File: src/rtl/jedro_1_ifu_pkg.sv
// Shared definitions for the jedro_1 fetch path: default widths, boot address
// and the (instr, pc) entry carried from the prefetch FIFO to the decoder.
package jedro_1_defines;

    localparam int unsigned         DEFAULT_DATA_WIDTH = 32;
    localparam int unsigned         DEFAULT_ADDR_WIDTH = 32;
    localparam logic [31:0]         DEFAULT_BOOT_ADDR  = 32'h0000_0000;

    typedef struct packed {
        logic [DEFAULT_DATA_WIDTH-1:0] instr;
        logic [DEFAULT_ADDR_WIDTH-1:0] pc;
    } fetch_entry_t;

endpackage

File: src/rtl/jedro_1_fifo.sv
// Prefetch FIFO of fetch entries. flush overrides push and pop; head is zero
// while the FIFO is empty.
module jedro_1_fifo
    import jedro_1_defines::*;
#(
    parameter int unsigned DEPTH = 4
) (
    input  logic                         clk_i,
    input  logic                         rst_i,
    input  logic                         push_i,
    input  fetch_entry_t                 entry_i,
    input  logic                         pop_i,
    input  logic                         flush_i,
    output logic                         full_o,
    output logic                         empty_o,
    output logic [$clog2(DEPTH):0]       count_o,
    output fetch_entry_t                 head_o
);

    localparam int unsigned PW = $clog2(DEPTH);
    localparam int unsigned CW = PW + 1;

    fetch_entry_t  mem_q [DEPTH];
    fetch_entry_t  mem_d [DEPTH];
    logic [PW-1:0] wr_ptr_q, wr_ptr_d;
    logic [PW-1:0] rd_ptr_q, rd_ptr_d;
    logic [CW-1:0] count_q, count_d;
    logic          do_push, do_pop;

    always_comb begin
        mem_d    = mem_q;
        wr_ptr_d = wr_ptr_q;
        rd_ptr_d = rd_ptr_q;
        count_d  = count_q;
        do_push  = push_i && !full_o;
        do_pop   = pop_i && !empty_o;
        if (flush_i) begin
            wr_ptr_d = '0;
            rd_ptr_d = '0;
            count_d  = '0;
        end else begin
            if (do_push) begin
                mem_d[wr_ptr_q] = entry_i;
                wr_ptr_d        = wr_ptr_q + PW'(1);
            end
            if (do_pop) begin
                rd_ptr_d = rd_ptr_q + PW'(1);
            end
            case ({do_push, do_pop})
                2'b10:   count_d = count_q + CW'(1);
                2'b01:   count_d = count_q - CW'(1);
                default: count_d = count_q;
            endcase
        end
    end

    always_ff @(posedge clk_i) begin
        if (rst_i) begin
            mem_q    <= '{default: '0};
            wr_ptr_q <= '0;
            rd_ptr_q <= '0;
            count_q  <= '0;
        end else begin
            mem_q    <= mem_d;
            wr_ptr_q <= wr_ptr_d;
            rd_ptr_q <= rd_ptr_d;
            count_q  <= count_d;
        end
    end

    assign full_o  = (count_q == CW'(DEPTH));
    assign empty_o = (count_q == '0);
    assign count_o = count_q;
    assign head_o  = empty_o ? '0 : mem_q[rd_ptr_q];

endmodule

File: src/rtl/jedro_1_ifu.sv
// Instruction fetch unit: sequential word fetch from a 1-cycle ROM into a
// prefetch FIFO, with jump redirect flushing buffered and in-flight words.
module jedro_1_ifu
    import jedro_1_defines::*;
#(
    parameter int unsigned           DATA_WIDTH = DEFAULT_DATA_WIDTH,
    parameter int unsigned           ADDR_WIDTH = DEFAULT_ADDR_WIDTH,
    parameter logic [ADDR_WIDTH-1:0] BOOT_ADDR  = DEFAULT_BOOT_ADDR,
    parameter int unsigned           FIFO_DEPTH = 4
) (
    input  logic                  clk_i,
    input  logic                  rst_i,
    output logic                  imem_en_o,
    output logic [ADDR_WIDTH-1:0] imem_addr_o,
    input  logic [DATA_WIDTH-1:0] imem_rdata_i,
    output logic [DATA_WIDTH-1:0] instr_o,
    output logic [ADDR_WIDTH-1:0] pc_o,
    output logic                  valid_o,
    input  logic                  ready_i,
    input  logic                  jmp_i,
    input  logic [ADDR_WIDTH-1:0] jmp_addr_i
);

    localparam int unsigned CW = $clog2(FIFO_DEPTH) + 1;

    logic [ADDR_WIDTH-1:0] fetch_pc_q, fetch_pc_d;
    logic [ADDR_WIDTH-1:0] inflight_pc_q, inflight_pc_d;
    logic                  inflight_q, inflight_d;

    logic [CW-1:0]         fifo_count;
    logic                  fifo_empty;
    logic                  fifo_full_unused;
    logic                  fifo_push;
    logic                  fifo_pop;
    fetch_entry_t          fifo_head;
    fetch_entry_t          fifo_entry;
    logic                  jmp_addr_unused;

    assign jmp_addr_unused = ^jmp_addr_i[1:0];

    always_comb begin
        fetch_pc_d    = fetch_pc_q;
        inflight_pc_d = inflight_pc_q;
        // Credit counts only registered occupancy; a same-cycle pop frees nothing.
        imem_en_o     = !rst_i && !jmp_i &&
                        ((fifo_count + CW'(inflight_q)) < CW'(FIFO_DEPTH));
        inflight_d    = imem_en_o;
        if (jmp_i) begin
            fetch_pc_d = {jmp_addr_i[ADDR_WIDTH-1:2], 2'b00};
        end else if (imem_en_o) begin
            fetch_pc_d    = fetch_pc_q + ADDR_WIDTH'(4);
            inflight_pc_d = fetch_pc_q;
        end
    end

    always_ff @(posedge clk_i) begin
        if (rst_i) begin
            fetch_pc_q    <= BOOT_ADDR;
            inflight_q    <= 1'b0;
            inflight_pc_q <= '0;
        end else begin
            fetch_pc_q    <= fetch_pc_d;
            inflight_q    <= inflight_d;
            inflight_pc_q <= inflight_pc_d;
        end
    end

    assign imem_addr_o = fetch_pc_q;
    assign fifo_push   = inflight_q && !jmp_i;
    assign fifo_pop    = valid_o && ready_i;
    assign fifo_entry  = '{instr: imem_rdata_i, pc: inflight_pc_q};

    jedro_1_fifo #(
        .DEPTH (FIFO_DEPTH)
    ) u_fifo (
        .clk_i   (clk_i),
        .rst_i   (rst_i),
        .push_i  (fifo_push),
        .entry_i (fifo_entry),
        .pop_i   (fifo_pop),
        .flush_i (jmp_i),
        .full_o  (fifo_full_unused),
        .empty_o (fifo_empty),
        .count_o (fifo_count),
        .head_o  (fifo_head)
    );

    assign valid_o = !fifo_empty;
    assign instr_o = fifo_head.instr;
    assign pc_o    = fifo_head.pc;

endmodule

File: config.mk
export PLATFORM = sky130hd
export DESIGN_NAME = jedro_1_ifu
export DESIGN_NICKNAME = d
export VERILOG_FILES = /design/src/rtl/jedro_1_ifu_pkg.sv /design/src/rtl/jedro_1_fifo.sv /design/src/rtl/jedro_1_ifu.sv
export SDC_FILE = /design/constraint.sdc
export NUM_CORES = 1
export LEC_CHECK = 0
export CAP_MARGIN = 20
export CELL_PAD_IN_SITES_DETAIL_PLACEMENT = 1
export CELL_PAD_IN_SITES_GLOBAL_PLACEMENT = 2
export CORE_MARGIN = 2
export CORE_UTILIZATION = 40
export CTS_CLUSTER_SIZE = 30
export DETAILED_ROUTE_END_ITERATION = 10
export PLACE_DENSITY_LB_ADDON = 0.2
export SYNTH_ARGS = -nofsm -noshare
export SYNTH_HDL_FRONTEND = slang
export SYNTH_HIERARCHICAL = 1
export SYNTH_SLANG_ARGS = --single-unit
File: constraint.sdc
create_clock -name clk_i -period 4.64 [get_ports clk_i]
set_input_delay 0.696 -clock clk_i [delete_from_list [all_inputs] [get_ports clk_i]]
set_output_delay 0.696 -clock clk_i [all_outputs]
set_load 0.005 [all_outputs]
==> reports/metrics.yaml, run 1 <==
cp_slowest_cell: "dfxtp_4"
rsz0062_at_grt: "false"
dpl_cell_area_sq_um: 17200
worstSkewPairLatency_ns: 0.53
gp_congestion: 0.735
relSlewSlack: 0.316
yosysSeqAreaShare: 0.421
numCtsBuffers: 38
n_fill_cell: 4107
antenna_found_initial: 0
ys_types: 50
async_flop_share: 0
grt_max_degree: 317
fin_crit_ns: 3.59
syn_to_final_growth_pct: 20.3
crit_arrival_ns: 2.90
status: "finished, final reports clean"
max_cap_violations: 0
fmax_mhz: 278
chipHeight_um: 200
yosys_register_bits: 324
ios: 166
tritoncts: "yes"
viasPerCell: 5.08
final_antenna_net_count: 0
final-hold-violation-count: 0
final_cell_area_sq_um: 18500
avgSynthCellArea_sq_um: 10.6
num_vias: 10644
hold_class: "reg -> reg"
grtUsageTotal: 0.195
clk_pin_slew_worst_paths_ns: 0.06
synthCells: 1455
dp.final_hpwl_mm: 24.0
drtPass1Iterations: 4
worstMarginPinSlew_ns: 1.03
dieArea_sq_um: 40100
wl_per_cell_um: 18.7
critical_path_class: "reg -> out"
timing.setup.tns_ns: 0
cts_hold_buf: 0
crit_path_max_fanout: 39
finalNetCount: 1633
core.rowCount: 71
post_cts_buffers: 0
cts_sinks: 324
layout-drive-gt1-share: 0.0977
start_util: 0.408
cp-start-kind: "flop"
clk_path_buf_depth: 3
timing.final.ws_setup_ns: 1.05
dp.cells: 2029
post_cts_resized: 0
fin_crit_sh: 0.774
fin_skew_ns: 0.0219
drv_slew: 0
pre_cts_ws_ns: 1.48
h-tree-depth: 2
final_cells: 2097
irDropWorstVdd_uv: 210
end_kind: "output port"
yosys_warnings: 6
netlist_area_sq_um: 15400
crit_chain: "buf_12 > mux4_2 > nor2b_1 > clkdlybuf4s50_1"
drt_iter0_markers: 405
coreArea_sq_um: 37800
critical-path-max-stage-delay_ns: 0.70
grt_pass1_wl_mm: 63.8
grt_pass1_vias: 11562
synth_edf_count: 0
die_x_um: 200
cp.required_ns: 3.94
grt-ovfl-total: 0
leakage_nw: 7.40
setup_violations: 0
drc: 0
cts-root-buf: "clkbuf_16"
diodes: 0
finalWirelength_mm: 39.3
power_density_nw_per_um2: 337
synth_flop_cell: "dfxtp_1"
port_buffers: 161
==> critical path, delay by kind of cell (launching register included) <==
family	cells	cell delay, ns
buffers and inverters	2	0.92
flip-flops	1	0.70
multiplexers	1	0.55
AND/OR/NAND/NOR	1	0.19
==> logic make-up (layout without fill, tap and decap cells) <==
logic type                 count (synthesis)  after routing  synth area share
and+or+nand+nor                          580            580             0.223
DFF                                      324            324             0.421
muxes                                    320            320             0.260
buffers and inverters                    134            262            0.0471
AOI/OAI and AO/OA                         62             62            0.0259
xor gates and xnor gates                  27             27            0.0159
adders and majority gates                  7              7           0.00618
other                                      1              4          0.000244
==> path summary, 6_finish.rpt <==
kind              slack (ns)               start  cells after the start           endpoint
hold reg to reg         0.47    inflight_pc_q[2]                      2   inflight_pc_q[2]
setup reg to reg        1.80   u_fifo/count_o[2]                     11  u_fifo/count_o[2]
setup / recovery        1.05  u_fifo/rd_ptr_q[1]                      4           pc_o[26]
hold / removal          0.47    inflight_pc_q[2]                      2   inflight_pc_q[2]
==> metrics by stage <==
stage | hold WS [ns] | util | power (W)
after floorplan | 0.437 | - | 0.00312
after global placement | 0.451 | 0.457 | 0.00328
after detailed placement | 0.457 | 0.457 | 0.00328
after CTS | 0.467 | 0.491 | 0.00634
after global routing | 0.488 | 0.491 | 0.00649
final | 0.466 | 0.491 | 0.00625
==> report_power, final <==
group	leakage, nW	internal (W)	total [W]	switching, W
Sequential	2.62	0.00282	0.00287	0.0000503
Clock	0.636	0.00186	0.00303	0.00117
Combinational	4.14	0.000189	0.000347	0.000158
==> layout make-up <==
type / instances / area, sq um / share of cell area
Multi-Input combinational cell: 1000 / 8230 / 0.444
Sequential cell: 324 / 6490 / 0.351
Timing Repair Buffer: 178 / 1820 / 0.0982
Clock buffer: 59 / 1180 / 0.0639
Tap cell: 511 / 639 / 0.0345
Clock inverter: 9 / 95.1 / 0.00513
Inverter: 16 / 60.1 / 0.00324
==> state kept, by name (all words and copies together), names as in the netlist <==
name             flops
u_fifo/rd_ptr_q      2
inflight_pc_q       30
u_fifo/wr_ptr_q      2
inflight_q           1
u_fifo/mem_q       256
imem_addr_o         30
u_fifo/count_o       3
==> layer usage <==
layer	GRT usage	up-vias	wire, um
met5	0	-	0
met4	0.0464	0	691
met1	0.255	5241	18000
met2	0.336	168	19100
met3	0.0342	48	1460
li1	-	5187	-
==> Yosys cell counts, types with 7 or more instances <==
master | instances | area, sq um
dfxtp_1 | 324 | 6490
nand2b_1 | 320 | 2000
mux2i_1 | 256 | 2560
nand2_1 | 72 | 270
clkbuf_1 | 67 | 251
nor2b_1 | 67 | 419
mux4_2 | 64 | 1440
nand3b_1 | 26 | 195
nor2_1 | 25 | 93.8
buf_6 | 21 | 236
xnor2_1 | 19 | 166
inv_1 | 16 | 60.1
a211oi_1 | 14 | 105
nand3_1 | 14 | 70.1
buf_2 | 13 | 65.1
buf_4 | 13 | 97.6
a21oi_1 | 12 | 60.1
nor3_1 | 12 | 60.1
o21ai_0 | 11 | 55.1
or3_1 | 8 | 50.1
a31oi_1 | 7 | 43.8
nand4_1 | 7 | 43.8
xor2_1 | 7 | 61.3
==> cell usage in the layout, fill, tap and decap left out, drive strengths merged, types with 5 or more instances in the layout <==
| cell type | Yosys | layout |
|---|---|---|
| inv | 16 | 16 |
| nand2 | 72 | 72 |
| nand3 | 16 | 16 |
| dfxtp | 324 | 324 |
| mux2i | 256 | 256 |
| a211oi | 14 | 14 |
| clkinv | 0 | 7 |
| clkdlybuf4s50 | 0 | 160 |
| xnor2 | 20 | 20 |
| nand3b | 26 | 26 |
| nor3 | 12 | 12 |
| nor2 | 25 | 25 |
| nand2b | 320 | 320 |
| nand4 | 7 | 7 |
| mux4 | 64 | 64 |
| ha | 6 | 6 |
| and3 | 5 | 5 |
| and2 | 7 | 7 |
| buf | 51 | 17 |
| a31oi | 7 | 7 |
| a21oi | 12 | 12 |
| or3 | 8 | 8 |
| nor2b | 67 | 67 |
| a311oi | 5 | 5 |
| and4 | 5 | 5 |
| o21ai | 11 | 11 |
| clkbuf | 67 | 60 |
| o22ai | 6 | 6 |
| xor2 | 7 | 7 |
(Power assumes the default switching activity.)
==> run 2: changes to the inputs <==
--- a/config.mk
+++ b/config.mk
@@ -9,7 +9,7 @@
 export CELL_PAD_IN_SITES_DETAIL_PLACEMENT = 1
 export CELL_PAD_IN_SITES_GLOBAL_PLACEMENT = 2
 export CORE_MARGIN = 2
-export CORE_UTILIZATION = 40
+export CORE_UTILIZATION = 37
 export CTS_CLUSTER_SIZE = 30
 export DETAILED_ROUTE_END_ITERATION = 10
 export PLACE_DENSITY_LB_ADDON = 0.2
==> constraint.sdc (replaced) <==
create_clock -name clk_i -period 3.4 [get_ports clk_i]
set_input_delay 0.51 -clock clk_i [delete_from_list [all_inputs] [get_ports clk_i]]
set_output_delay 0.51 -clock clk_i [all_outputs]
set_load 0.005 [all_outputs]
==> run 2 against run 1 <==
  * Clock power rose by 54%
  * Sequential share of layout area is 0.59 points lower
  * Critical path depth is the same
  * Non-clock buffer count grew 8
  * First-iteration DRC count stayed put
  * Worst setup slack lost 0.89 ns
  * Cell area rose by 1.7%
  * Core utilization fell by 3.0 points
  * Wire length increased by 3.1%
  * Highest routed layer unchanged
==> reports/metrics.yaml, run 2 (synthesis results as in run 1) <==
status: "finished, final reports clean"
drt_iter0_markers: 405
wl_per_cell_um: 19.0
layout-drive-gt1-share: 0.107
grt_busiest_layer: "met2"
relSlewSlack: 0.190
coreArea_sq_um: 40900
final_cells: 2128
hold_class: "reg -> reg"
post_cts_buffers: 0
clk_pin_slew_worst_paths_ns: 0.06
fmax_mhz: 309
end_kind: "output port"
cts_hold_buf: 0
final-hold-violation-count: 0
pre_cts_ws_ns: 0.534
leakage_nw: 7.53
final_antenna_net_count: 0
largest_reg_flops: 256
drv_slew: 0
grt_pass1_wl_mm: 65.1
share_comb_of_total_power: 0.053
critical_path_buf_inv_count: 2
diodes: 0
worstMarginPinSlew_ns: 1.21
final_cell_area_sq_um: 18800
timing.final.ws_setup_ns: 0.162
finalWirelength_mm: 40.5
numCtsBuffers: 38
tritoncts: "yes"
gp_congestion: 0.727
clk_path_buf_depth: 3
rsz0062_at_grt: "false"
grt_max_degree: 309
grt_pass1_vias: 11574
fin_skew_ns: 0.00984
cts_sinks: 324
grt-ovfl-total: 0
max_cap_violations: 0
setup_violations: 0
crit_cells: 4
syn_to_final_growth_pct: 22.4
regMostFlops: "u_fifo/mem_q"
dp.cells: 2058
core.rowCount: 74
finalNetCount: 1641
crit_arrival_ns: 2.73
cts-root-buf: "clkbuf_16"
num_vias: 10729
chipHeight_um: 208
worstRegToRegCells: 8
final_common_cell: "dfxtp_1"
switching_share: 0.217
layout_common_cells: "322 x dfxtp_1, 320 x nand2b_1, 256 x mux2i_1"
final_util: 0.460
ios: 166
fin_crit_sh: 0.952
ff_latch_area_sq_um: 6490
irDropWorstVdd_uv: 321
dieArea_sq_um: 43200
grtUsageTotal: 0.186
p_int_w: 0.00709
post_cts_resized: 0
power_density_nw_per_um2: 481
crit_chain: "buf_12 > mux4_2 > nor2b_1 > clkdlybuf4s50_1"
dpl_cell_area_sq_um: 17400
drc: 0
share_seq_of_total_power: 0.433
critical-path-max-stage-delay_ns: 0.74
pwr-share-clk: 0.514
h-tree-depth: 2
holdPathStages: 2
viasPerCell: 5.04
use_met3: 0.0291
worstSkewPairLatency_ns: 0.54
cp_slowest_cell: "dfxtp_4"
timing.setup.tns_ns: 0
port_buffers: 161
cp-start-kind: "flop"
multiInputGateArea_sq_um: 8230
cp.required_ns: 2.89
start_util: 0.376
fin_crit_ns: 3.24
critical_path_class: "reg -> out"
met1_usage: 0.246
n_fill_cell: 4444
crit_path_max_fanout: 36
antenna_found_initial: 0
p_switching_w: 0.00196
crit_family: "buffers and inverters"
grtUsageMet2: 0.320
die_x_um: 208
drtPass1Iterations: 4
dp.final_hpwl_mm: 24.8
-- run 2: changes by cell type in the layout (fill, tap and decap cells not counted), moves of 2 or more --
cell        previous run  this run
clkbuf_8              10         7
buf_12                 6        11
clkinvlp_4             0         4
bufinv_16              2         8
buf_4                 11        14
clkinv_2               7         5
clkbuf_1               9         5
-- run 2: per-stage QoR --
stage | hold slack (ns) | power [W]
6_report | 0.464 | 0.00906
5_1_grt | 0.485 | 0.00939
4_1_cts | 0.440 | 0.00922
3_5_place_dp | 0.456 | 0.00449
3_3_place_gp | 0.452 | 0.00448
2_1_floorplan | 0.437 | 0.00426
-- run 2: path summary, 6_finish.rpt --
check	from	to	slack, ns
setup / recovery	u_fifo/rd_ptr_q[0]	pc_o[20]	0.16
hold / removal	inflight_pc_q[23]	inflight_pc_q[23]	0.46
setup reg to reg	u_fifo/count_o[2]	u_fifo/count_o[2]	0.77
hold reg to reg	inflight_pc_q[23]	inflight_pc_q[23]	0.46
-- run 2: layout make-up --
cell class,count,share of cell area
Tap cell,532,0.0353
Clock inverter,17,0.0157
Multi-Input combinational cell,1000,0.437
Sequential cell,324,0.345
Inverter,16,0.00319
Clock buffer,53,0.0612
Timing Repair Buffer,186,0.103
-- run 2: power groups by stage --
| stage | Combinational [W] | Sequential, W | Clock [W] |
|---|---|---|---|
| after CTS | 0.000486 | 0.00392 | 0.00481 |
| after global routing | 0.000522 | 0.00393 | 0.00494 |
| after global placement | 0.000478 | 0.00400 | 0 |
| final | 0.000479 | 0.00392 | 0.00466 |
| after floorplan | 0.000276 | 0.00398 | 0 |
| after detailed placement | 0.000482 | 0.00401 | 0 |
-- run 2: worst min-delay path: cells and delay by family (launching register included) --
kind	cells	cell delay, ns
flip-flops	1	0.31
AO/OA/AOI/OAI	1	0.05
AND/OR/NAND/NOR	1	0.05
-- run 2: metal layers --
layer	wire length [um]	vias to the layer above	share of wire
li1	-	5199	-
met5	0	-	0
met2	19600	144	0.48
met1	19100	5343	0.47
met4	583	0	0.014
met3	1220	43	0.030
==> run 3: changes to the inputs <==
--- a/config.mk
+++ b/config.mk
@@ -9,9 +9,12 @@
 export CELL_PAD_IN_SITES_DETAIL_PLACEMENT = 1
 export CELL_PAD_IN_SITES_GLOBAL_PLACEMENT = 2
 export CORE_MARGIN = 2
-export CORE_UTILIZATION = 37
+export CORE_UTILIZATION = 38
+export CTS_BUF_LIST = sky130_fd_sc_hd__clkbuf_8
 export CTS_CLUSTER_SIZE = 30
 export DETAILED_ROUTE_END_ITERATION = 10
+export HOLD_SLACK_MARGIN = 0.05
+export MAX_ROUTING_LAYER = met4
 export PLACE_DENSITY_LB_ADDON = 0.2
 export SYNTH_ARGS = -nofsm -noshare
 export SYNTH_HDL_FRONTEND = slang
==> run 3 against run 2 <==
  * Die area down 2.6%
  * Fmax increased by 0.37%
  * Cell area down 1.9%
  * Via count is 0.27% higher
  * Clock skew grew 0.022 ns
  * Critical endpoint is now instr_o[31]
  * Highest routed layer unchanged
==> reports/metrics.yaml, run 3 (synthesis results as in run 1) <==
core.rowCount: 73
rrSetupSlack_ns: 0.83
final-hold-violation-count: 0
crit_cells: 4
start_util: 0.387
dp.final_hpwl_mm: 24.3
num_vias: 10758
finalNetCount: 1659
h-tree-depth: 2
relSlewSlack: 0.395
wl_per_cell_um: 18.4
layout_common_cells: "322 x dfxtp_1, 320 x nand2b_1, 256 x mux2i_1"
critical_path_buf_inv_count: 2
layout-drive-gt1-share: 0.114
power_density_nw_per_um2: 431
setup_violations: 0
die_x_um: 205
dieArea_sq_um: 42100
ios: 166
grt_pass1_wl_mm: 63.7
critical_path_class: "reg -> out"
cts_sinks: 324
grt_max_degree: 213
antenna_found_initial: 0
clk_path_buf_depth: 3
viasPerCell: 5.01
final_cell_area_sq_um: 18500
grt_pass1_vias: 11644
largest_reg_flops: 256
crit_family: "buffers and inverters"
worstSkewPairLatency_ns: 0.63
numCtsBuffers: 56
coreArea_sq_um: 39800
leakage_nw: 7.47
cp-start-kind: "flop"
critical-path-max-stage-delay_ns: 0.65
holdPathStages: 2
cp.required_ns: 2.89
finalWirelength_mm: 39.5
end_kind: "output port"
timing.final.ws_setup_ns: 0.174
fmax_mhz: 310
drv_slew: 0
crit_arrival_ns: 2.72
chipHeight_um: 205
clk_pin_slew_worst_paths_ns: 0.06
diodes: 0
worstMarginPinSlew_ns: 0.907
syn_to_final_growth_pct: 20.1
post_cts_buffers: 0
hold_class: "in -> reg"
crit_path_max_fanout: 21
drtPass1Iterations: 5
final_util: 0.464
cp_slowest_cell: "dfxtp_4"
grt-ovfl-total: 0
drc: 0
fin_crit_ns: 3.23
max_cap_violations: 0
port_buffers: 161
pre_cts_ws_ns: 0.428
grtUsageTotal: 0.196
rsz0062_at_grt: "false"
cts-root-buf: "clkbuf_8"
regMostFlops: "u_fifo/mem_q"
worstRegToRegCells: 8
multiInputGateArea_sq_um: 8230
final_common_cell: "dfxtp_1"
final_antenna_net_count: 0
timing.setup.tns_ns: 0
fin_crit_sh: 0.949
irDropWorstVdd_uv: 233
crit_chain: "buf_4 > mux4_2 > nor2b_1 > clkdlybuf4s50_1"
drt_iter0_markers: 397
dpl_cell_area_sq_um: 17300
p_total_w: 0.00796
n_fill_cell: 4366
gp_congestion: 0.739
fin_skew_ns: 0.0321
status: "finished, final reports clean"
tritoncts: "yes"
ff_latch_area_sq_um: 6490
## run 3: changes by cell type in the layout (fill, tap and decap cells not counted), sizes merged
cell | previous run | this run
inv | 16 | 36
clkinvlp | 4 | 1
bufinv | 8 | 0
clkinv | 5 | 2
clkbuf | 54 | 76
## run 3: stage by stage
step | instances | hold WS, ns
floorplan | 1458 | 0.437
global route | 2149 | 0.317
detailed placement | 2051 | 0.456
finish | 2149 | 0.323
global placement | 2051 | 0.449
CTS | 2149 | 0.272
## run 3: layout make-up
class,instances,area share
clock buffers,75,0.0558
inverters,16,0.00325
clock inverters,23,0.00569
flip-flops and latches,324,0.351
multi-input cells,1000,0.445
repair buffers,186,0.103
well taps,525,0.0355
## run 3: layer usage
metal / up-vias / global-route usage / share of wire
met5: - / - / 0
met4: 0 / 0.0532 / 0.016
met3: 48 / 0.0299 / 0.032
met2: 154 / 0.322 / 0.48
met1: 5311 / 0.253 / 0.47
li1: 5245 / - / -
## run 3: timing repair
item | CTS | global route
hold buffers | 0 | 0
resized for setup | 0 | 1
setup endpoints to repair | 0 | 1
## run 3: report_power, final
part           switching [W]  internal, W
clock                0.00161      0.00195
combinational       0.000219     0.000259
sequential         0.0000683      0.00385
## run 3: path summary, 6_finish.rpt
path,end,from
worst min register to register,inflight_pc_q[26],inflight_pc_q[26]
worst max-delay path,instr_o[31],u_fifo/rd_ptr_q[0]
worst min-delay path,inflight_pc_q[26],rst_i
worst max register to register,u_fifo/count_o[2],u_fifo/count_o[2]
